===== src/rtl/sync_rr_pkg.sv =====
// Shared types and helpers for the synchronised round-robin arbiter.
// Build option: SYNC_RR_THREE_STAGE_EN selects a 3-flop request synchroniser (default 2).
package sync_rr_pkg;

   typedef enum logic [1:0] {IDLE, GRANT, GAP} state_t;

`ifdef SYNC_RR_THREE_STAGE_EN
   localparam int unsigned SYNC_STAGES = 3;
`else
   localparam int unsigned SYNC_STAGES = 2;
`endif

   // Widest supported configuration; rr_pick works on zero-extended vectors.
   localparam int unsigned MAX_N   = 16;
   localparam int unsigned MAX_IDW = 4;

   typedef struct packed {
      logic               valid;
      logic [MAX_IDW-1:0] idx;
   } pick_t;

   // First set bit of req searching last+1, last+2, ... modulo n.
   function automatic pick_t rr_pick(input logic [MAX_N-1:0]   req,
                                     input logic [MAX_IDW-1:0] last,
                                     input int unsigned        n);
      pick_t       pick;
      int unsigned cand;
      pick = '0;
      for (int unsigned i = 1; i <= MAX_N; i++) begin
         cand = (32'(last) + i) % n;
         if (i <= n && !pick.valid && req[cand[MAX_IDW-1:0]]) begin
            pick.valid = 1'b1;
            pick.idx   = cand[MAX_IDW-1:0];
         end
      end
      return pick;
   endfunction

endpackage


===== src/rtl/sync_rr_arbiter_sync_vec.sv =====
// Width-W, S-stage flop synchroniser with synchronous active-low clear.
module sync_vec #(
   parameter int unsigned W = 4,
   parameter int unsigned S = 2
) (
   input  logic         clk,
   input  logic         rst_n,
   input  logic [W-1:0] d_i,
   output logic [W-1:0] q_o
);

   logic [W-1:0] sync_q [S];

   // Shift the asynchronous inputs through the flop chain.
   always_ff @(posedge clk) begin
      if (!rst_n) begin
         for (int unsigned i = 0; i < S; i++) begin
            sync_q[i] <= '0;
         end
      end else begin
         sync_q[0] <= d_i;
         for (int unsigned i = 1; i < S; i++) begin
            sync_q[i] <= sync_q[i-1];
         end
      end
   end

   assign q_o = sync_q[S-1];

endmodule


===== src/rtl/sync_rr_arbiter.sv =====
// Round-robin arbiter with synchronised level requests and a four-phase grant handshake.
// Build option: SYNC_RR_THREE_STAGE_EN (see sync_rr_pkg) lengthens the synchroniser only.
module sync_rr_arbiter
   import sync_rr_pkg::*;
#(
   parameter int unsigned  N   = 4,
   localparam int unsigned IDW = $clog2(N)
) (
   input  logic           clk,
   input  logic           rst_n,
   input  logic [N-1:0]   req,
   output logic [N-1:0]   gnt,
   output logic [IDW-1:0] gnt_id,
   output logic           busy
);

   logic [N-1:0]   req_s;
   state_t         state_q, state_d;
   logic [N-1:0]   gnt_q, gnt_d;
   logic [IDW-1:0] gnt_id_q, gnt_id_d;
   logic [IDW-1:0] last_q, last_d;
   pick_t          pick;

   sync_vec #(
      .W(N),
      .S(SYNC_STAGES)
   ) u_sync (
      .clk  (clk),
      .rst_n(rst_n),
      .d_i  (req),
      .q_o  (req_s)
   );

   // Round-robin winner among synchronised requests, starting after the last owner.
   always_comb begin
      pick = rr_pick(MAX_N'(req_s), MAX_IDW'(last_q), N);
   end

   // Grant FSM: grant only from IDLE, hold while the owner requests, then one GAP cycle.
   always_comb begin
      state_d  = state_q;
      gnt_d    = gnt_q;
      gnt_id_d = gnt_id_q;
      last_d   = last_q;
      unique case (state_q)
         IDLE: begin
            if (pick.valid) begin
               gnt_d                     = '0;
               gnt_d[pick.idx[IDW-1:0]]  = 1'b1;
               gnt_id_d                  = pick.idx[IDW-1:0];
               state_d                   = GRANT;
            end
         end
         GRANT: begin
            if (!req_s[gnt_id_q]) begin
               gnt_d   = '0;
               last_d  = gnt_id_q;
               state_d = GAP;
            end
         end
         GAP: begin
            state_d = IDLE;
         end
         default: begin
            gnt_d   = '0;
            state_d = IDLE;
         end
      endcase
   end

   // State registers; reset drops any grant at once and gives requester 0 priority.
   always_ff @(posedge clk) begin
      if (!rst_n) begin
         state_q  <= IDLE;
         gnt_q    <= '0;
         gnt_id_q <= '0;
         last_q   <= IDW'(N - 1);
      end else begin
         state_q  <= state_d;
         gnt_q    <= gnt_d;
         gnt_id_q <= gnt_id_d;
         last_q   <= last_d;
      end
   end

   assign gnt    = gnt_q;
   assign gnt_id = gnt_id_q;
   assign busy   = |gnt_q;

endmodule


===== config.mk =====
export PLATFORM = sky130hd
export DESIGN_NAME = sync_rr_arbiter
export DESIGN_NICKNAME = d
export VERILOG_FILES = /design/src/rtl/sync_rr_pkg.sv /design/src/rtl/sync_rr_arbiter_sync_vec.sv /design/src/rtl/sync_rr_arbiter.sv
export SDC_FILE = /design/constraint.sdc
export NUM_CORES = 1
export LEC_CHECK = 0
export ABC_AREA = 0
export BUFFER_PORTS_ARGS = -buffer_cell sky130_fd_sc_hd__buf_4
export CAP_MARGIN = 0
export CORE_ASPECT_RATIO = 0.9
export CORE_MARGIN = 2
export CORE_UTILIZATION = 30
export CTS_CLUSTER_SIZE = 8
export DETAILED_ROUTE_END_ITERATION = 10
export GPL_TIMING_DRIVEN = 0
export PLACE_DENSITY = 0.51
export SLEW_MARGIN = 20
export SYNTH_ARGS = -nofsm -noshare
export SYNTH_HDL_FRONTEND = slang
export SYNTH_SLANG_ARGS = --single-unit
export TNS_END_PERCENT = 100

===== constraint.sdc =====
create_clock -name clk -period 2.35 [get_ports clk]
set_input_delay 0.1175 -clock clk [delete_from_list [all_inputs] [get_ports clk]]
set_output_delay 0.1175 -clock clk [all_outputs]
set_load 0.01 [all_outputs]

==> results of run 1 <==
per-stage QoR:
step	hold WS, ns	setup WS [ns]	power, mW	std cells	cell area, um^2
2_1_floorplan	0.239	0.967	0.438	75	781
3_3_place_gp	0.327	0.914	0.483	115	906
3_5_place_dp	0.328	0.916	0.483	115	906
4_1_cts	0.00772	0.904	0.674	119	942
5_1_grt	0.00181	0.767	0.709	119	942
6_report	0.0230	0.902	0.663	119	942
cells by family (layout without fill, tap and decap cells):
kind of cell,after synthesis,count (layout),synth area share [%]
compound gates,18,18,19.2
buf+inv,2,18,0.961
flops,18,18,46.2
mux,5,5,9.13
simple gates,32,32,24.5
how the worst max path moves through the flow:
stage / start / to / slack [ns] / depth (start not counted)
global route: gnt_id[0]$_SDFFE_PN0P_ / last_q[1]$_SDFFE_PN1P_ / 0.77 / 3
CTS: gnt_id[0]$_SDFFE_PN0P_ / last_q[1]$_SDFFE_PN1P_ / 0.90 / 4
finish: gnt_id[0]$_SDFFE_PN0P_ / last_q[1]$_SDFFE_PN1P_ / 0.90 / 4
floorplan: gnt_id[0]$_SDFFE_PN0P_ / last_q[1]$_SDFFE_PN1P_ / 0.97 / 3
detailed placement: gnt_id[0]$_SDFFE_PN0P_ / last_q[1]$_SDFFE_PN1P_ / 0.92 / 3
global placement: gnt_id[0]$_SDFFE_PN0P_ / last_q[0]$_SDFFE_PN1P_ / 0.91 / 4
layout make-up:
class	count	area, um^2	area share (%)
buffer	1	3.75	0.398
clock buffer	4	36.3	3.85
inverter	1	3.75	0.398
multi-input combinational	55	413	43.8
sequential	18	360	38.2
tap	28	35.0	3.72
timing repair buffer	12	90.1	9.56
report_power, final:
part	leakage [nW]	total [mW]	switching, mW	internal (mW)
sequential	0.148	0.356	0.0278	0.328
combinational	0.221	0.119	0.0542	0.0650
clock	0.0210	0.188	0.0935	0.0945
registers in the layout (all words and copies together), names as in the netlist:
signal / flops
state_q: 2
u_sync.sync_q: 8
gnt: 4
last_q: 2
gnt_id: 2
worst max-delay path: stages, from the launching register on:
cell and delay, ns:
dfxtp_1 0.45, mux4_1 0.60, nor2_1 0.18, nand2_1 0.07, nand3_1 0.08
per-layer routing:
metal | wire, um | GRT usage, % | part of all wire, %
met1 | 677 | 13.7 | 48
met2 | 645 | 17.0 | 45
met3 | 73 | 5.19 | 5.1
met4 | 25 | 5.81 | 1.8
met5 | 0 | 0 | 0
cells in the final DEF (no fill, tap or decap):
cell,count
dfxtp_1,18
buf_4,12
and2_1,9
nand2_1,5
nor2_1,4
nor2b_1,3
o21ai_0,3
mux2i_1,3
clkbuf_4,3
or4_1,2
o21a_1,2
nand2b_1,2
a21oi_1,2
nand3_1,2
a22o_1,2
clkbuf_1,1
or2_2,1
nand3b_1,1
and4_1,1
nor4_2,1
nor3_2,1
mux4_1,1
o221ai_1,1
mux2_4,1
inv_1,1
o211ai_1,1
o31ai_4,1
a32o_1,1
o221a_2,1
o2bb2ai_1,1
a32o_2,1
a31oi_1,1
a211oi_1,1
clkbuf_8,1
==> flow_summary.yaml, run 1 <==
drt:
  first_iter_violations: 8
  vias_per_cell: 5.04
  routedWlPerCell_um: 11.9
  detail-route-antenna-nets: 0
  dr.pass1.iters: 4
  vias: 600
  postRouteWirelength_mm: 1.42
  drcViolationCount: 0
final_layout:
  fill_cells: 257
  final_core_util_pct: 38.2
  syn2layout_area_growth_pct: 20.7
  nets: 98
  drive_gt1_share_pct: 25.3
  n_antenna_cell: 0
timing:
  fmax_ghz: 0.691
  final-max-slew-violation-count: 0
  min_period_over_period_pct: 61.6
  fin_crit_ns: 1.45
  grt_setup_unrepaired: "no"
  clock_skew_ns: 0.00268
  hold_viol_final: 0
  timing.setup.tns_ns: 0
  finalSetupViolCount: 0
  worstMarginPinSlew_ns: 0.366
  max_slew_margin_pct: 75.6
floorplanning:
  io_pins: 13
  die_width_um: 57.8
  dieHeight_um: 52.4
  core_um2: 2470
  dieArea_um2: 3030
  start_util_pct: 31.6
  fp-row-count: 17
synth:
  synth_cell_types: 31
  synth.area.top_cells: "dfxtp_1, and2_1, mux2i_1"
  yosysMostFrequentCell: "dfxtp_1"
  synth_seq_cells: 18
  synth_commonest_cells: "dfxtp_1, and2_1, nand2_1"
  synth_edf_count: 0
  ys_warn_count: 0
  synth_top_area_share_pct: 46.2
  synthCells: 75
  seq_area_frac_synth_pct: 46.2
  syn-num-nets: 81
  synthFlopType: "dfxtp_1"
  synth.avg_cell_area_um2: 10.4
  synth_area_leader_cell: "dfxtp_1"
  mappedNetlistArea_um2: 781
  synthArstFlopShare_pct: 0
setup_path:
  r2r_cells: 4
  crit_path_start_kind: "flop"
  path_max_fanout: 5
  crit_arrival_ns: 1.69
  r2r-start: "gnt_id[0]$_SDFFE_PN0P_"
  endpoint_kind: "flop"
  worst_ep_required_time_ns: 2.59
  rr_endpoint: "last_q[1]$_SDFFE_PN1P_"
  r2r_slack_ns: 0.90
  worstSetupPathType: "flop to flop"
min_path:
  min_to: "u_sync.sync_q[0][0]$_SDFF_PN0_"
  worstHoldStart: "req[0]"
  hold_class: "primary input to flop"
  holdPathStages: 2
clocking:
  holdBufCountCts: 0
  cts_root_buffer: "clkbuf_4"
  clockBufferDepth: 2
  cts_resized: 0
  cts-buffers-inserted: 3
  clk_pin_slew_ns: 0.10
  cts_htree_levels: 1
  postCtsSetupRepairBufs: 0
  cts.sinks: 18
  clock_latency_ns: 0.29
  cts_tree: "done"
global_routing:
  grt_pass1_vias: 544
  antenna_found_initial: 0
  grt_pass1_wl_mm: 2.53
  track_usage_pct: 11.4
  grt_max_degree: 11
  gr-total-overflow: 0
placement:
  dp_hpwl_mm: 1.06
  port_buffers: 12
  gp_congestion: 0.775
power_and_ir_drop:
  peakVddDrop_mv: 0.329
  p_leak_nw: 0.390
  p_per_area_nw_per_um2: 704
outcome:
  status: "complete, no violations"
flow_run:
  cap_violations: 0
Power figures use the tool's default switching activity.
==> inputs of run 2 (changes only) <==
ABC_AREA = 1   (was 0)
PLACE_DENSITY = 0.52   (was 0.51)
clock period = 1.2 ns   (was 2.35 ns; I/O delays follow)
==> run 2 against run 1 <==
The flow now finishes with violations (setup timing). Worst setup slack worse by 1.2 ns. Flip-flop and latch count stayed put. Non-clock buffer count is 12 higher. Die area is 23% higher. Combinational power grew to 15 times the previous value. Sequential share of layout area is 10 points lower. Final area is 40% higher. Via count is 54% higher. Fmax is 3.9% lower. Wire length is 37% higher. Clock skew is 0.0032 ns higher. Hold slack worse by 0.0058 ns. Highest routed layer unchanged.
==> flow_summary.yaml, run 2 <==
synth:
  synth_top_area_share_pct: 36.9
  seq_area_frac_synth_pct: 36.9
  synth_cell_types: 25
  synth.area.top_cells: "dfxtp_1, nand2_1, inv_1"
  yosysMostFrequentCell: "nand2_1"
  synth_seq_cells: 18
  synth_edf_count: 0
  syn-num-nets: 146
  mappedNetlistArea_um2: 976
  synth_commonest_cells: "nand2_1, inv_1, dfxtp_1"
  synthFlopType: "dfxtp_1"
  synth_area_leader_cell: "dfxtp_1"
  ys_warn_count: 0
  synth.avg_cell_area_um2: 6.97
  synthCells: 140
  synthArstFlopShare_pct: 0
final_layout:
  final_area_um2: 1320
  most-common-layout-cells: "nand2_1, inv_1, buf_4"
  drive_gt1_share_pct: 41.3
  regMostFlops: "u_sync.sync_q"
  largest_register_ffs: 8
  final_common_cell: "nand2_1"
  syn2layout_area_growth_pct: 35.5
  nets: 174
  instances_no_fill: 209
  n_antenna_cell: 0
outcome:
  violations: "setup timing"
  status: "finished, violations left"
placement:
  place_inst: 194
  dpl_cell_area_um2: 1140
  port_buffers: 12
  gp_congestion: 0.743
  dp_hpwl_mm: 1.45
clocking:
  clk_pin_slew_ns: 0.10
  clock_latency_ns: 0.29
  clockBufferDepth: 2
  cts.sinks: 18
  cts_tree: "done"
  cts_root_buffer: "clkbuf_4"
  cts-buffers-inserted: 3
  cts_htree_levels: 1
timing:
  fin_crit_ns: 1.51
  fin_ws_ns: -0.306
  min_period_over_period_pct: 125
  finalSetupViolCount: 10
  fmax_ghz: 0.664
  final-max-slew-violation-count: 0
  grt_setup_unrepaired: "yes"
  hold_viol_final: 0
  worstMarginPinSlew_ns: 0.407
  clock_skew_ns: 0.00586
  max_slew_margin_pct: 72.8
floorplanning:
  start_util_pct: 31.6
  fp-row-count: 19
  die_width_um: 64.1
  io_pins: 13
  dieArea_um2: 3730
  core_um2: 3090
  dieHeight_um: 58.1
setup_path:
  worstPathCellList: "buf_6, inv_8, nand2_2, nand2_2, nand2_1, nand2_2, nor2_8, nand3_4, nand2_4, inv_4, nor2_4, nand2_1, a21oi_1"
  r2r-start: "last_q[0]$_SDFFE_PN1P_"
  worstSetupPathType: "flop to flop"
  crit_buf_inv: 3
  path_delay_family: "simple AND/OR/NAND/NOR gates"
  r2r_cells: 13
  crit_slowest_cell: "dfxtp_2"
  endpoint_kind: "flop"
  rr_endpoint: "gnt[1]$_SDFFE_PN0P_"
  worst_ep_required_time_ns: 1.43
  r2r_slack_ns: -0.31
  cp_common_cell: "nand2_2"
  path_depth: 13
  path_max_fanout: 9
  crit_arrival_ns: 1.74
  cpPeakStageDelay_ns: 0.35
  crit_path_start_kind: "flop"
drt:
  first_iter_violations: 12
  routedLengthMet1_mm: 1.01
  drcViolationCount: 0
  dr.pass1.iters: 3
  vias: 922
  route.met3.wl_um: 37
  routed.top_layer: "met4"
  route.met2.wl_um: 859
  detail-route-antenna-nets: 0
  routedWlPerCell_um: 9.28
  vias_per_cell: 4.41
  postRouteWirelength_mm: 1.94
global_routing:
  track_usage_pct: 11.1
  gr-total-overflow: 0
  grt_pass1_wl_mm: 3.33
  grt_pass1_vias: 799
  antenna_found_initial: 0
  grt_max_degree: 11
power_and_ir_drop:
  peakVddDrop_mv: 1.31
  p_leak_nw: 0.685
  p_per_area_nw_per_um2: 2300
min_path:
  worstHoldStart: "rst_n"
  holdPathStages: 2
  hold_class: "primary input to flop"
  min_to: "gnt_id[0]$_SDFFE_PN0P_"
flow_run:
  cap_violations: 0
## run 2: cell types whose count changed after synthesis, moves of 3 or more
cell / previous run / this run
nand3_1: 2 / 8
nand2_1: 5 / 45
nor2_1: 4 / 9
a21oi_1: 2 / 6
inv_2: 0 / 4
nand2_4: 0 / 5
inv_1: 1 / 19
nand2_2: 0 / 5
nand4_1: 0 / 3
nor2b_1: 3 / 0
mux2i_1: 3 / 0
and2_1: 9 / 0
## run 2: cells by family (layout without fill, tap and decap cells)
kind of cell           after synthesis  count (layout)  share of synthesized area, %
AND/OR/NAND/NOR                     81              81                          42.8
buffers and inverters               27              54                          11.9
AO/OA/AOI/OAI                       14              14                          8.33
flip-flops                          18              18                          36.9
## run 2: timing repair
item | 4_1_cts | 5_1_grt
endpoints found under the setup margin | 11 | 10
gates cloned | 1 | 0
setup buffers | 5 | 1
hold buffers | 4 | 0
gates resized for setup | 16 | 8
hold endpoints to repair | 4 | 0
pin swaps | 4 | 7
## run 2: how the worst max path moves through the flow
stage / startpoint / to / slack [ns]
CTS: last_q[0]$_SDFFE_PN1P_ / gnt[2]$_SDFFE_PN0P_ / -0.26
global route: last_q[0]$_SDFFE_PN1P_ / gnt[2]$_SDFFE_PN0P_ / -0.41
floorplan: last_q[0]$_SDFFE_PN1P_ / gnt[1]$_SDFFE_PN0P_ / -0.14
detailed placement: last_q[0]$_SDFFE_PN1P_ / gnt[0]$_SDFFE_PN0P_ / -0.29
finish: last_q[0]$_SDFFE_PN1P_ / gnt[1]$_SDFFE_PN0P_ / -0.31
global placement: last_q[0]$_SDFFE_PN1P_ / gnt[0]$_SDFFE_PN0P_ / -0.28
## run 2: area by class of cell
cell class / instances / area (um^2)
inverters: 25 / 106
well taps: 42 / 52.6
fillers: 336 / 1770
multi-input cells: 95 / 559
plain buffers: 2 / 15.0
repair buffers: 23 / 180
clock buffers: 4 / 36.3
flip-flops and latches: 18 / 373
## run 2: worst register-to-register path, stage by stage (launching register included)
cell and delay (ns):
dfxtp_2 0.35, buf_6 0.13, inv_8 0.05, nand2_2 0.05
nand2_2 0.05, nand2_1 0.07, nand2_2 0.08, nor2_8 0.13
nand3_4 0.09, nand2_4 0.09, inv_4 0.05, nor2_4 0.13
nand2_1 0.06, a21oi_1 0.13
## run 2: where the power goes
| group | leakage, nW | switching [mW] | internal, mW |
|---|---|---|---|
| clock | 0.0210 | 0.188 | 0.185 |
| sequential | 0.150 | 0.130 | 0.742 |
| combinational | 0.514 | 1.01 | 0.795 |
## run 2: stage by stage
step	setup slack [ns]	setup TNS (ns)	total power, mW	util (%)	hold WS (ns)
floorplan	-0.144	-0.797	2.02	-	0.158
global placement	-0.281	-1.91	2.36	36.8	0.242
detailed placement	-0.287	-1.96	2.38	36.8	0.246
CTS	-0.263	-1.84	2.93	41.7	0.0138
global route	-0.407	-2.91	3.30	42.8	0.0289
finish	-0.306	-1.90	3.05	42.8	0.0172
## run 2: per-layer routing
metal	GRT usage (%)	vias up
met5	0	-
met4	4.56	0
met3	1.17	5
met2	17.6	12
met1	15.6	416
li1	-	489
